--- src/rtl/multicycle_controller.sv ---
// Control FSM for a multi-cycle MIPS datapath sharing one memory and one ALU.
// Memory waits are guarded by a watchdog that parks the FSM in ERR.
module multicycle_controller #(
    parameter int TIMEOUT = 16,
    parameter int CNT_W   = 5
) (
    input  logic       i_clk,
    input  logic       i_rst_n,
    input  logic [5:0] i_opc,
    input  logic       i_zero,
    input  logic       i_mem_ready,
    output logic       o_iord,
    output logic       o_mem_read,
    output logic       o_mem_write,
    output logic       o_ir_write,
    output logic [1:0] o_reg_dst,
    output logic [1:0] o_mem_to_reg,
    output logic       o_reg_write,
    output logic       o_alu_src_a,
    output logic [1:0] o_alu_src_b,
    output logic [1:0] o_alu_op,
    output logic [1:0] o_pc_src,
    output logic       o_pc_write,
    output logic       o_illegal_op,
    output logic       o_err,
    output logic [3:0] o_state
);

    typedef enum logic [3:0] {
        S_RST     = 4'd0,
        S_IF      = 4'd1,
        S_ID      = 4'd2,
        S_EX_R    = 4'd3,
        S_WB_R    = 4'd4,
        S_EX_I    = 4'd5,
        S_WB_I    = 4'd6,
        S_MEM_ADR = 4'd7,
        S_MEM_LW  = 4'd8,
        S_WB_LW   = 4'd9,
        S_MEM_SW  = 4'd10,
        S_BR      = 4'd11,
        S_JMP     = 4'd12,
        S_JAL     = 4'd13,
        S_ERR     = 4'd14
    } state_t;

    localparam logic [5:0] OP_R    = 6'b000000;
    localparam logic [5:0] OP_ADDI = 6'b001000;
    localparam logic [5:0] OP_ANDI = 6'b001100;
    localparam logic [5:0] OP_LW   = 6'b100011;
    localparam logic [5:0] OP_SW   = 6'b101011;
    localparam logic [5:0] OP_BEQ  = 6'b000100;
    localparam logic [5:0] OP_BNE  = 6'b000101;
    localparam logic [5:0] OP_J    = 6'b000010;
    localparam logic [5:0] OP_JAL  = 6'b000011;

    localparam logic [CNT_W-1:0] LP_LAST = CNT_W'((TIMEOUT > 0) ? (TIMEOUT - 1) : 0);
    localparam logic [CNT_W-1:0] LP_MAX  = '1;

    state_t           r_state;
    state_t           w_next;
    logic [CNT_W-1:0] r_wdCnt;
    logic             w_isWait;
    logic             w_timeout;

    assign w_isWait  = (r_state == S_IF) || (r_state == S_MEM_LW) || (r_state == S_MEM_SW);
    assign w_timeout = (TIMEOUT != 0) && w_isWait && !i_mem_ready && (r_wdCnt == LP_LAST);
    assign o_state   = r_state;

    always_ff @(posedge i_clk or negedge i_rst_n) begin
        if (!i_rst_n) begin
            r_state <= S_RST;
        end else begin
            r_state <= w_next;
        end
    end

    // Every exit from a wait state needs mem_ready=1, so holding the count at
    // zero outside wait states also gives the clear-on-entry behaviour.
    always_ff @(posedge i_clk or negedge i_rst_n) begin
        if (!i_rst_n) begin
            r_wdCnt <= '0;
        end else if (!w_isWait || i_mem_ready) begin
            r_wdCnt <= '0;
        end else if (r_wdCnt != LP_MAX) begin
            r_wdCnt <= r_wdCnt + CNT_W'(1);
        end
    end

    always_comb begin
        w_next = r_state;
        case (r_state)
            S_RST:     w_next = S_IF;
            S_IF:      w_next = i_mem_ready ? S_ID : S_IF;
            S_ID: begin
                case (i_opc)
                    OP_R:            w_next = S_EX_R;
                    OP_ADDI, OP_ANDI: w_next = S_EX_I;
                    OP_LW, OP_SW:    w_next = S_MEM_ADR;
                    OP_BEQ, OP_BNE:  w_next = S_BR;
                    OP_J:            w_next = S_JMP;
                    OP_JAL:          w_next = S_JAL;
                    default:         w_next = S_IF;
                endcase
            end
            S_EX_R:    w_next = S_WB_R;
            S_EX_I:    w_next = S_WB_I;
            S_MEM_ADR: w_next = (i_opc == OP_SW) ? S_MEM_SW : S_MEM_LW;
            S_MEM_LW:  w_next = i_mem_ready ? S_WB_LW : S_MEM_LW;
            S_MEM_SW:  w_next = i_mem_ready ? S_IF : S_MEM_SW;
            S_ERR:     w_next = S_ERR;
            default:   w_next = S_IF;
        endcase
        if (w_timeout) begin
            w_next = S_ERR;
        end
    end

    always_comb begin
        o_iord       = 1'b0;
        o_mem_read   = 1'b0;
        o_mem_write  = 1'b0;
        o_ir_write   = 1'b0;
        o_reg_dst    = 2'b00;
        o_mem_to_reg = 2'b00;
        o_reg_write  = 1'b0;
        o_alu_src_a  = 1'b0;
        o_alu_src_b  = 2'b00;
        o_alu_op     = 2'b00;
        o_pc_src     = 2'b00;
        o_pc_write   = 1'b0;
        o_illegal_op = 1'b0;
        o_err        = 1'b0;
        case (r_state)
            S_IF: begin
                o_mem_read  = 1'b1;
                o_alu_src_b = 2'b01;
                o_ir_write  = i_mem_ready;
                o_pc_write  = i_mem_ready;
            end
            S_ID: begin
                o_alu_src_b = 2'b11;
                case (i_opc)
                    OP_R, OP_ADDI, OP_ANDI, OP_LW, OP_SW,
                    OP_BEQ, OP_BNE, OP_J, OP_JAL: o_illegal_op = 1'b0;
                    default:                      o_illegal_op = 1'b1;
                endcase
            end
            S_EX_R: begin
                o_alu_src_a = 1'b1;
                o_alu_op    = 2'b10;
            end
            S_WB_R: begin
                o_reg_dst   = 2'b01;
                o_reg_write = 1'b1;
            end
            S_EX_I: begin
                o_alu_src_a = 1'b1;
                o_alu_src_b = 2'b10;
                o_alu_op    = (i_opc == OP_ANDI) ? 2'b11 : 2'b00;
            end
            S_WB_I: begin
                o_reg_write = 1'b1;
            end
            S_MEM_ADR: begin
                o_alu_src_a = 1'b1;
                o_alu_src_b = 2'b10;
            end
            S_MEM_LW: begin
                o_iord     = 1'b1;
                o_mem_read = 1'b1;
            end
            S_WB_LW: begin
                o_mem_to_reg = 2'b01;
                o_reg_write  = 1'b1;
            end
            S_MEM_SW: begin
                o_iord      = 1'b1;
                o_mem_write = 1'b1;
            end
            S_BR: begin
                o_alu_src_a = 1'b1;
                o_alu_op    = 2'b01;
                o_pc_src    = 2'b01;
                o_pc_write  = (i_opc == OP_BNE) ? ~i_zero : i_zero;
            end
            S_JMP: begin
                o_pc_src   = 2'b10;
                o_pc_write = 1'b1;
            end
            // r31 takes PC (already PC+4) while PC loads the jump target.
            S_JAL: begin
                o_pc_src     = 2'b10;
                o_pc_write   = 1'b1;
                o_reg_write  = 1'b1;
                o_reg_dst    = 2'b10;
                o_mem_to_reg = 2'b10;
            end
            S_ERR: begin
                o_err = 1'b1;
            end
            default: begin
            end
        endcase
    end

endmodule
--- config.mk ---
export PLATFORM = sky130hd
export DESIGN_NAME = multicycle_controller
export DESIGN_NICKNAME = d
export VERILOG_FILES = /design/src/rtl/multicycle_controller.sv
export SDC_FILE = /design/constraint.sdc
export NUM_CORES = 1
export LEC_CHECK = 0
export ABC_AREA = 1
export CORE_ASPECT_RATIO = 1.25
export CORE_UTILIZATION = 34
export DETAILED_ROUTE_END_ITERATION = 16
export SLEW_MARGIN = 5
export SYNTH_ARGS = -nofsm -noshare
export SYNTH_HDL_FRONTEND = slang
export SYNTH_SLANG_ARGS = --single-unit
--- constraint.sdc ---
create_clock -name i_clk -period 3.3 [get_ports i_clk]
set_input_delay 0.66 -clock i_clk [delete_from_list [all_inputs] [get_ports i_clk]]
set_output_delay 0.66 -clock i_clk [all_outputs]
set_load 0.05 [all_outputs]
Word level (Yosys, flattened, before mapping). Index checks and enable logic that the tools add are counted.

Multiplexer cells: 26. Equal/unequal tests: 24. Bitwise operators: 1. Add/sub/neg operators: 1. Reduce and logical (&&, ||, !) cells: 19.

Operator list (number): $pmux W4 S8 (1); $eq A4 B4 Y1 const B (7); $pmux W4 S6 (1); $eq A4 B3 Y1 const B (4); $reduce_or A2 Y1 (7); $eq A6 B2 Y1 const B (2); $eq A6 B3 Y1 const B (2); $eq A6 B4 Y1 const B (2); $eq A6 B6 Y1 const B (2); $pmux W2 S2 (3); $pmux W2 S3 (2); $mux W1 (11); $mux W5 (2); $reduce_or A9 Y1 (1); $eq A4 B2 Y1 const B (2); $mux W4 (2); $reduce_or A4 Y1 (2); $logic_not A6 Y1 (1); $mux W2 (3); $add A5 B1 Y5 const B (1); $eq A5 B4 Y1 const B (1); $ne A5 B5 Y1 const B (1); $eq A4 B1 Y1 const B (1); $logic_or A1 B1 Y1 (3); other kinds (5) (7).

Bits in registers: 9. Output and inout port bits: 23.

Logic depth before layout (Yosys ltp). Gate-level depths: netlist of the first run.

Depth in word-level cells: 6. Mapped depth: 9. Depth with buffers taken out: 8.

Worst setup path before layout of the first run. No wires, ideal clock.

Path kind: flip-flop to output port. Start point: reg r_state[1], in the netlist o_state[1]. End point: out o_illegal_op. Path buffers: 1. Data required time: 2640 ps. Stages on the path, launching flop included: 6. Path slack: 466 ps. Data arrival time: 2174 ps. Path through: dfrtp_1 > buf_4 > inv_2 > nor2_1 > nand2_2 > nor3_1.

Word-level cells in the longest chain between the ends: 2.

RTL lines: from (decl) (RTL line 60) `state_t r_state;`; from (signal assigned) (RTL line 74) `r_state <= w_next;`; $eq A4 B2 Y1 (RTL line 134) `case (r_state)`; $mux W1 (RTL line 134); to (decl) (RTL line 24) `output logic o_illegal_op,`.

Every way passes these cells.

Worst setup path after layout of the first run.
Start point: reg r_state[0], in the netlist o_state[0]. End point: out o_ir_write.

Word-level cells in the longest chain between the ends: 2.

RTL lines: $eq A4 B1 Y1 (RTL line 134); $mux W1 (RTL line 134); to (decl) (RTL line 15) `output logic o_ir_write,`.

Every way passes these cells.

==> flow_metrics.py, run 1 <==
metrics = {
    "global_route": {
        "grt_antenna_before_repair": 0,
        "number_of_global_route_vias_before_repair": 921,
        "largest_net_degree_at_the_start_of_global_routing": 11,
        "grt_first_pass_wirelength_um": 3740,
        "globalRoute.totalOverflow": 0,
        "globalRouteTotalUtil_pct": 17.6,
    },
    "job": {
        "maxCapViolations": 0,
    },
    "timing": {
        "fin_crit_sh_pct": 84.5,
        "worst_pin_slew_ns": 0.502,
        "grt_setup_unrepaired": "no",
        "worst_hold_slack_ns": 0.555,
        "finalWorstSetupSlack_ns": 0.511,
        "layout_min_cycle_time_ns": 2.79,
        "report.final.hold_viol_count": 0,
        "final_max_slew_viol_count": 0,
        "timing.slew.headroom_pct": 66.4,
        "clock-skew-final_ns": 0.00286,
        "finalSetupTns_ns": 0,
        "setup_violations": 0,
        "timing.fmax_mhz": 359,
    },
    "clocking": {
        "cts_root_buffer": "sky130_fd_sc_hd__clkbuf_4",
        "postCtsSetupBuffers": 0,
        "tritoncts": "built",
        "maximum_root_to_sink_buffer_count": 2,
        "ctsHtreeMaxLevel": 1,
        "cts-hold-fix-buffers": 0,
        "resize_count_post_cts": 0,
        "clock_sinks": 9,
        "worst_path_clk_slew_ns": 0.06,
        "cts-buffers-inserted": 3,
        "insertion_delay_ns": 0.25,
    },
    "synthesis": {
        "synthMostInstantiatedCell": "sky130_fd_sc_hd__nand2_1",
        "post_synth_most_frequent_cells": "sky130_fd_sc_hd__nand2_1 (29), sky130_fd_sc_hd__nor2_1 (27), sky130_fd_sc_hd__nand3_1 (13)",
        "postSynthCellCount": 140,
        "post_synth.cell_area_avg_um2": 6.34,
        "synth_area_leader_cell": "sky130_fd_sc_hd__dfrtp_1",
        "seq_area_frac_synth_pct": 25.4,
        "ys_async_sr_fraction_pct": 100,
        "synth_edf_count": 0,
        "yosys_register_bits": 9,
        "post_synth_instance_area_um2": 887,
        "synthesis.yosys.warnings": 0,
        "syn_nets": 153,
        "synth_cell_types": 27,
        "synth_top_cells_by_area": "sky130_fd_sc_hd__dfrtp_1 (25%), sky130_fd_sc_hd__nand2_1 (12%), sky130_fd_sc_hd__nor2_1 (11%), sky130_fd_sc_hd__nand2_2 (7.8%), sky130_fd_sc_hd__nand3_1 (7.3%)",
        "synth.top_cell.area_share_pct": 25.4,
        "postSynth.topFlopCell": "sky130_fd_sc_hd__dfrtp_1",
    },
    "drt": {
        "routedWlPerCell_um": 10.6,
        "drt_iter0_markers": 21,
        "drt_wl_total_um": 2190,
        "firstDrtPassIters": 4,
        "post-route-drc-count": 0,
        "vias": 979,
        "ant_nets": 0,
        "viasPerCell": 4.75,
    },
    "floorplan": {
        "top_level_ports": 33,
        "dieWidth_um": 47.7,
        "die_area_um2": 2820,
        "fp.coreArea_um2": 2450,
        "floorplan.die.height_um": 59.1,
        "initial_core_util_pct": 36.2,
        "core.rowCount": 20,
    },
    "power_and_ir_drop": {
        "cellPowerDensity_nw_per_um2": 848,
        "vdd_drop_max_uv": 531,
        "static-leakage-power_uw": 0.000610,
        "report.power.total_uw": 1070,
    },
    "worst_setup_path": {
        "worstReg2RegEnd": "r_wdCnt[3]",
        "crit_path_max_fanout": 10,
        "critical_path_required_ns": 2.64,
        "worst-r2r-setup-slack_ns": 1.63,
        "critPathCaptureType": "output pin",
        "critical_path.startpoint_type": "flip-flop",
        "worst-endpoint-arrival_ns": 2.13,
        "reg2reg_depth": 7,
        "criticalPathCategory": "flip-flop to output pin",
        "rr_startpoint": "r_wdCnt[0]",
    },
    "layout": {
        "ff_latch_area_um2": 225,
        "post_route_cells_drive_above_1_share_pct": 19.1,
        "fillCellCount": 267,
        "postLayoutCellArea_um2": 1260,
        "syn2layout_area_growth_pct": 42.5,
        "final_net_count": 187,
        "multi_input_comb_area_um2": 572,
        "antennaDiodeCount": 0,
    },
    "placement": {
        "gp_congestion": 0.922,
        "dp_slack_ns": 0.521,
        "detailedPlacementHpwl_um": 1860,
        "placement.io_buffers": 32,
        "placement.cell_area_um2": 1240,
    },
    "worst_hold_path": {
        "timing.hold.worst_path_depth": 2,
        "min_delay_worst_endpoint": "r_wdCnt[3]",
        "hold_path.startpoint": "r_wdCnt[3]",
        "hold_class": "flip-flop to flip-flop",
    },
    "run_status": {
        "status": "finished, final reports clean",
    },
}
per-stage QoR:
stage	util [%]	instances
floorplan	-	140
global placement	50.5	202
detailed placement	50.5	202
CTS	51.5	206
global route	51.5	206
finish	51.5	206
cells by family after synthesis:
group                    count (synthesis)  share of synthesized area, %
AO/OA/AOI/OAI                           10                          7.48
XOR/XNOR                                 2                          1.97
adder cells (fa/ha/maj)                  3                          4.23
buffers and inverters                   20                          10.2
flip-flops                               9                          25.4
AND/OR/NAND/NOR                         96                          50.8
registers in the layout (all words and copies together) (netlist names):
register / flops
r_wdCnt: 5
o_state: 4
placed cells by master, fill, tap and decap left out, drive strengths merged:
cell | netlist | layout
buf | 3 | 4
nor2 | 33 | 33
inv | 17 | 17
a22oi | 1 | 1
dfrtp | 9 | 9
o22ai | 1 | 1
a21oi | 3 | 3
nor3b | 1 | 1
xor2 | 2 | 2
nand3 | 13 | 13
o21ai | 3 | 3
ha | 3 | 3
o21bai | 1 | 1
nand2 | 40 | 40
o21a | 1 | 1
clkdlybuf4s50 | 0 | 28
and3 | 1 | 1
clkbuf | 0 | 4
nor3 | 4 | 4
and2 | 1 | 1
nand4 | 3 | 3
power breakdown:
| group | internal (uW) | total, uW | switching [uW] |
|---|---|---|---|
| combinational | 261 | 797 | 535 |
| clock | 46.4 | 82.3 | 35.9 |
| sequential | 136 | 193 | 56.4 |
worst max-delay path, stage by stage (launching register included):
cell	delay [ns]
sky130_fd_sc_hd__dfrtp_1	0.60
sky130_fd_sc_hd__nand2_2	0.15
sky130_fd_sc_hd__nor2_2	0.15
sky130_fd_sc_hd__nand2_1	0.11
sky130_fd_sc_hd__inv_1	0.07
sky130_fd_sc_hd__clkdlybuf4s50_1	0.79
cell type report:
type	count	share of cell area (%)
inverter	17	5.05
sequential	9	17.8
tap	33	3.27
multi-input combinational	111	45.2
clock buffer	4	2.08
timing repair buffer	32	26.5
worst max path at each step:
stage               slack, ns  cells after the start         from      endpoint
floorplan                0.47                      5   o_state[1]  o_illegal_op
global route             0.40                      5   o_state[0]    o_ir_write
CTS                      0.51                      5   o_state[0]    o_ir_write
finish                   0.51                      5   o_state[0]    o_ir_write
detailed placement       0.52                      7     i_opc[0]  o_illegal_op
global placement         0.54                      4  i_mem_ready    o_ir_write
metal layers:
layer / routed length [um] / track usage (%) / part of all wire, % / up-vias
met4: 26 / 5.16 / 1.2 / 0
met3: 117 / 2.74 / 5.3 / 4
met5: 0 / 0 / 0 / -
li1: - / - / - / 515
met2: 1100 / 29.7 / 50 / 32
met1: 949 / 22.3 / 43 / 428
Note: power is estimated with default switching activity, not from simulation.
==> inputs of run 2 (changes only) <==
clock period = 2.6 ns   (was 3.3 ns; I/O delays follow)
==> run 2 against run 1 <==
Routed wire length increased by 7.4%. Sequential power rose by 27%. Critical endpoint is now o_mem_to_reg[1]. Register-to-register slack lost 0.74 ns. Final area increased by 2.6%. Clock power rose by 32%. Utilization up 1.3 points. Die area did not move. Via count shrank 0.51%. Largest power group unchanged. Cell count did not move. Hold slack worse by 0.017 ns. Combinational power is 28% higher.
==> flow_metrics.py, run 2 (synthesis results as in run 1) <==
metrics = {
    "power_and_ir_drop": {
        "static-leakage-power_uw": 0.000689,
        "vdd_drop_max_uv": 559,
        "cellPowerDensity_nw_per_um2": 1060,
    },
    "clocking": {
        "cts_root_buffer": "sky130_fd_sc_hd__clkbuf_4",
        "maximum_root_to_sink_buffer_count": 2,
        "worst_path_clk_slew_ns": 0.06,
        "cts-buffers-inserted": 3,
        "clock_sinks": 9,
        "ctsHtreeMaxLevel": 1,
        "cts-hold-fix-buffers": 0,
        "insertion_delay_ns": 0.26,
        "tritoncts": "built",
    },
    "worst_setup_path": {
        "worst-r2r-setup-slack_ns": 0.89,
        "critical_path_required_ns": 2.08,
        "crit_path_max_fanout": 10,
        "critical_path.startpoint_type": "flip-flop",
        "rr_startpoint": "r_wdCnt[0]",
        "critPathCaptureType": "output pin",
        "critical_path.startpoint": "o_state[0]",
        "worstSetupEndpoint": "o_mem_to_reg[1]",
        "worst-endpoint-arrival_ns": 1.98,
        "worstReg2RegEnd": "r_wdCnt[3]",
        "criticalPathCategory": "flip-flop to output pin",
        "reg2reg_depth": 7,
    },
    "drt": {
        "ant_nets": 0,
        "vias": 974,
        "routedWlPerCell_um": 11.4,
        "post-route-drc-count": 0,
        "viasPerCell": 4.73,
        "drt_iter0_markers": 13,
        "firstDrtPassIters": 4,
        "drt_wl_total_um": 2360,
    },
    "run_status": {
        "status": "finished, final reports clean",
    },
    "timing": {
        "report.final.hold_viol_count": 0,
        "timing.fmax_mhz": 400,
        "setup_violations": 0,
        "layout_min_cycle_time_ns": 2.50,
        "clock-skew-final_ns": 0.00301,
        "timing.slew.headroom_pct": 65.7,
        "final_max_slew_viol_count": 0,
        "worst_pin_slew_ns": 0.513,
        "fin_crit_sh_pct": 96.1,
    },
    "layout": {
        "final_core_utilization_pct": 52.9,
        "final_cell_mix": "sky130_fd_sc_hd__nand2_1 (29), sky130_fd_sc_hd__nor2_1 (26), sky130_fd_sc_hd__clkdlybuf4s50_1 (20), sky130_fd_sc_hd__nand3_1 (13)",
        "fillCellCount": 267,
        "postLayoutCellArea_um2": 1300,
        "multi_input_comb_area_um2": 579,
        "post_route_cells_drive_above_1_share_pct": 22.5,
        "largest_register_ffs": 5,
        "mostFrequentLayoutCell": "sky130_fd_sc_hd__nand2_1",
        "largest_register": "r_wdCnt",
        "final_net_count": 187,
        "antennaDiodeCount": 0,
        "syn2layout_area_growth_pct": 46.1,
        "ff_latch_area_um2": 225,
    },
    "global_route": {
        "globalRoute.totalOverflow": 0,
        "grt_first_pass_wirelength_um": 3930,
        "grt_use_met3_pct": 0.915,
        "grt_antenna_before_repair": 0,
        "largest_net_degree_at_the_start_of_global_routing": 11,
        "number_of_global_route_vias_before_repair": 937,
        "grtUsageMet2_pct": 32.4,
        "gr-usage-met1_pct": 23.4,
        "globalRoute.busiestLayer": "met2",
        "globalRouteTotalUtil_pct": 18.7,
    },
    "floorplan": {
        "dieWidth_um": 47.7,
        "initial_core_util_pct": 36.2,
        "die_area_um2": 2820,
        "top_level_ports": 33,
        "fp.coreArea_um2": 2450,
        "floorplan.die.height_um": 59.1,
        "core.rowCount": 20,
    },
    "placement": {
        "placement.io_buffers": 32,
        "gp_congestion": 0.927,
        "placement.cell_area_um2": 1260,
        "detailedPlacementHpwl_um": 1950,
    },
    "worst_hold_path": {
        "hold_class": "flip-flop to flip-flop",
    },
    "job": {
        "maxCapViolations": 0,
    },
}
[run 2: cell count changes in the layout (fill, tap and decap cells not counted)]
cell and change:
sky130_fd_sc_hd__nor3_2 +1, sky130_fd_sc_hd__buf_4 +2, sky130_fd_sc_hd__nor2_2 +1, sky130_fd_sc_hd__nor3_1 -1, sky130_fd_sc_hd__clkdlybuf4s50_1 -8, sky130_fd_sc_hd__buf_12 +2
sky130_fd_sc_hd__nor2_1 -1, sky130_fd_sc_hd__dlymetal6s2s_1 +4
[run 2: timing repair]
action	CTS	global route
hold endpoints to repair	0	0
resized for setup	0	4
setup buffers	0	0
setup endpoints to repair	0	5
[run 2: power by group]
part | total (uW) | switching (uW) | internal [uW] | leakage (uW)
registers | 246 | 72.6 | 173 | 0.000120
logic | 1020 | 684 | 333 | 0.000554
clock network | 109 | 50.1 | 59.2 | 0.0000150
total | 1370 | 807 | 565 | 0.000689
[run 2: area by class of cell]
type                    instances  area share, %
flip-flops and latches          9           17.4
inverters                      17           4.92
clock buffers                   4           2.03
repair buffers                 32           27.8
well taps                      33           3.19
multi-input cells             111           44.7
[run 2: worst max-delay path, stage by stage (launching register included)]
cell	delay (ns)
sky130_fd_sc_hd__dfrtp_1	0.60
sky130_fd_sc_hd__nand2_2	0.14
sky130_fd_sc_hd__nor2_1	0.15
sky130_fd_sc_hd__clkdlybuf4s50_1	0.82
[run 2: stage by stage]
stage	setup slack [ns]	hold WS [ns]	TNS, ns	instances	power (uW)
after global placement	0.218	0.524	0	202	1270
after detailed placement	0.208	0.525	0	202	1270
after global routing	-0.0139	0.574	-0.0139	206	1460
final	0.102	0.538	0	206	1370
after floorplan	0.0931	0.224	0	140	968
after CTS	0.0484	0.544	0	206	1390
[run 2: worst min path at each step]
stage / startpoint / endpoint / slack [ns] / cells past startpoint
finish: r_wdCnt[3] / r_wdCnt[3] / 0.54 / 2
global route: r_wdCnt[3] / r_wdCnt[3] / 0.57 / 2
CTS: r_wdCnt[3] / r_wdCnt[3] / 0.54 / 2
detailed placement: r_wdCnt[3] / r_wdCnt[3] / 0.53 / 2
global placement: r_wdCnt[3] / r_wdCnt[3] / 0.52 / 2
floorplan: i_rst_n / o_state[0] / 0.22 / 0
[run 2: per-layer routing]
metal | wire, um | up-vias | share of wire, %
met1 | 980 | 443 | 42
li1 | - | 508 | -
met4 | 9 | 0 | 0.38
met5 | 0 | - | 0
met2 | 1270 | 21 | 54
met3 | 96 | 2 | 4.1
==> inputs of run 3 (changes only) <==
GPL_ROUTABILITY_DRIVEN = 0   (was not set)
clock period = 2.5 ns   (was 2.6 ns; I/O delays follow)
==> run 3 against run 2 <==
Routed wire length grew 0.38%. Global-route usage fell by 0.28 points. Setup slack lost 0.024 ns. Count of clock-buffer cells in the layout unchanged. Sequential power increased by 4%. Sequential share of layout area increased by 0.14 points. Die area stayed put. Critical path type unchanged. Critical endpoint is now o_mem_to_reg[0]. Highest routed layer unchanged.
==> flow_metrics.py, run 3 (synthesis results as in run 1) <==
metrics = {
    "timing": {
        "clock-skew-final_ns": 0.00211,
        "setup_violations": 0,
        "worst_pin_slew_ns": 0.505,
        "grt_setup_unrepaired": "no",
        "timing.slew.headroom_pct": 66.2,
        "fin_crit_sh_pct": 96.9,
        "finalSetupTns_ns": 0,
        "worst_hold_slack_ns": 0.539,
        "report.final.hold_viol_count": 0,
        "timing.fmax_mhz": 413,
        "layout_min_cycle_time_ns": 2.42,
        "final_max_slew_viol_count": 0,
    },
    "floorplan": {
        "top_level_ports": 33,
        "core.rowCount": 20,
        "floorplan.die.height_um": 59.1,
        "die_area_um2": 2820,
        "initial_core_util_pct": 36.2,
        "dieWidth_um": 47.7,
        "fp.coreArea_um2": 2450,
    },
    "layout": {
        "final_cell_mix": "sky130_fd_sc_hd__nand2_1 (29), sky130_fd_sc_hd__nor2_1 (26), sky130_fd_sc_hd__clkdlybuf4s50_1 (17), sky130_fd_sc_hd__nand3_1 (13)",
        "largest_register": "r_wdCnt",
        "antennaDiodeCount": 0,
        "final-instance-count-excl-fill": 206,
        "syn2layout_area_growth_pct": 45.0,
        "fillCellCount": 267,
        "final_net_count": 187,
        "mostFrequentLayoutCell": "sky130_fd_sc_hd__nand2_1",
        "largest_register_ffs": 5,
        "post_route_cells_drive_above_1_share_pct": 26.0,
    },
    "run_status": {
        "status": "finished, final reports clean",
    },
    "clocking": {
        "insertion_delay_ns": 0.25,
        "tritoncts": "built",
        "clock_sinks": 9,
        "ctsHtreeMaxLevel": 1,
        "postCtsSetupBuffers": 0,
        "worst_path_clk_slew_ns": 0.06,
        "cts_root_buffer": "sky130_fd_sc_hd__clkbuf_4",
        "maximum_root_to_sink_buffer_count": 2,
        "cts-buffers-inserted": 3,
    },
    "power_and_ir_drop": {
        "cellPowerDensity_nw_per_um2": 1120,
        "static-leakage-power_uw": 0.000655,
        "vdd_drop_max_uv": 638,
    },
    "worst_hold_path": {
        "hold_class": "primary input to asynchronous set/reset pin",
    },
    "worst_setup_path": {
        "criticalPathCategory": "flip-flop to output pin",
        "worst-endpoint-arrival_ns": 1.92,
        "critical_path.startpoint_type": "flip-flop",
        "critPathCaptureType": "output pin",
        "crit_path_max_fanout": 10,
        "critical_path_required_ns": 2.00,
    },
    "drt": {
        "ant_nets": 0,
        "drt_wl_total_um": 2360,
        "firstDrtPassIters": 4,
        "viasPerCell": 4.82,
        "drt_iter0_markers": 22,
        "routedWlPerCell_um": 11.5,
        "post-route-drc-count": 0,
        "vias": 992,
    },
    "global_route": {
        "number_of_global_route_vias_before_repair": 912,
        "globalRoute.totalOverflow": 0,
        "globalRouteTotalUtil_pct": 18.4,
        "grt_first_pass_wirelength_um": 3850,
        "grt_antenna_before_repair": 0,
        "largest_net_degree_at_the_start_of_global_routing": 11,
    },
    "job": {
        "maxCapViolations": 0,
    },
    "placement": {
        "dp_cells": 202,
        "detailedPlacementHpwl_um": 1990,
        "placement.io_buffers": 32,
    },
}
run 3: changes by cell type in the layout (fill, tap and decap cells not counted), sizes merged:
cell	previous run	this run
buf	8	14
clkdlybuf4s50	20	17
dlymetal6s2s	4	1
run 3: area by class of cell:
class                   count  area, um2  area share, %
multi-input cells         111        579           45.0
flip-flops and latches      9        225           17.5
repair buffers             32        350           27.2
clock buffers               4       26.3           2.04
inverters                  17       63.8           4.96
well taps                  33       41.3           3.21
run 3: final timing paths:
check | start | end | slack, ns | cells past startpoint
max reg2reg | r_wdCnt[0] | r_wdCnt[3] | 0.79 | 7
max in group asynchronous | i_rst_n | o_state[2] | 1.67 | 1
min in group i_clk | r_wdCnt[3] | r_wdCnt[3] | 0.56 | 2
max | o_state[0] | o_mem_to_reg[0] | 0.08 | 3
min | i_rst_n | r_wdCnt[4] | 0.54 | 1
min reg2reg | r_wdCnt[3] | r_wdCnt[3] | 0.56 | 2
run 3: metal layers:
metal / GRT usage (%) / up-vias / part of all wire, %
met5: 0 / - / 0
met4: 5.56 / 0 / 1.1
met3: 0.915 / 4 / 3.1
met2: 33.6 / 29 / 54
met1: 22.0 / 448 / 41
li1: - / 511 / -
run 3: critical path, cell delays in order (launching register included):
cell and delay, ns:
sky130_fd_sc_hd__dfrtp_1 0.61, sky130_fd_sc_hd__nand2_2 0.14, sky130_fd_sc_hd__nor2_1 0.11, sky130_fd_sc_hd__clkdlybuf4s50_1 0.80
run 3: repair_timing:
item,4_1_cts,5_1_grt
resized for setup,0,1
setup endpoints to repair,0,1
hold buffers,0,0
run 3: report_power, final:
group | leakage [uW] | internal, uW | switching, uW
Sequential | 0.000120 | 180 | 76.8
Clock | 0.0000150 | 61.3 | 47.5
Combinational | 0.000520 | 355 | 721
run 3: through the flow:
step	setup WS, ns	area (um2)	power [uW]	util [%]
after floorplan	0.0131	895	1010	-
after global placement	0.165	1260	1330	51.3
after detailed placement	0.145	1260	1340	51.3
after CTS	0.0644	1280	1450	52.3
after global routing	0.00291	1290	1530	52.4
final	0.0778	1290	1440	52.4
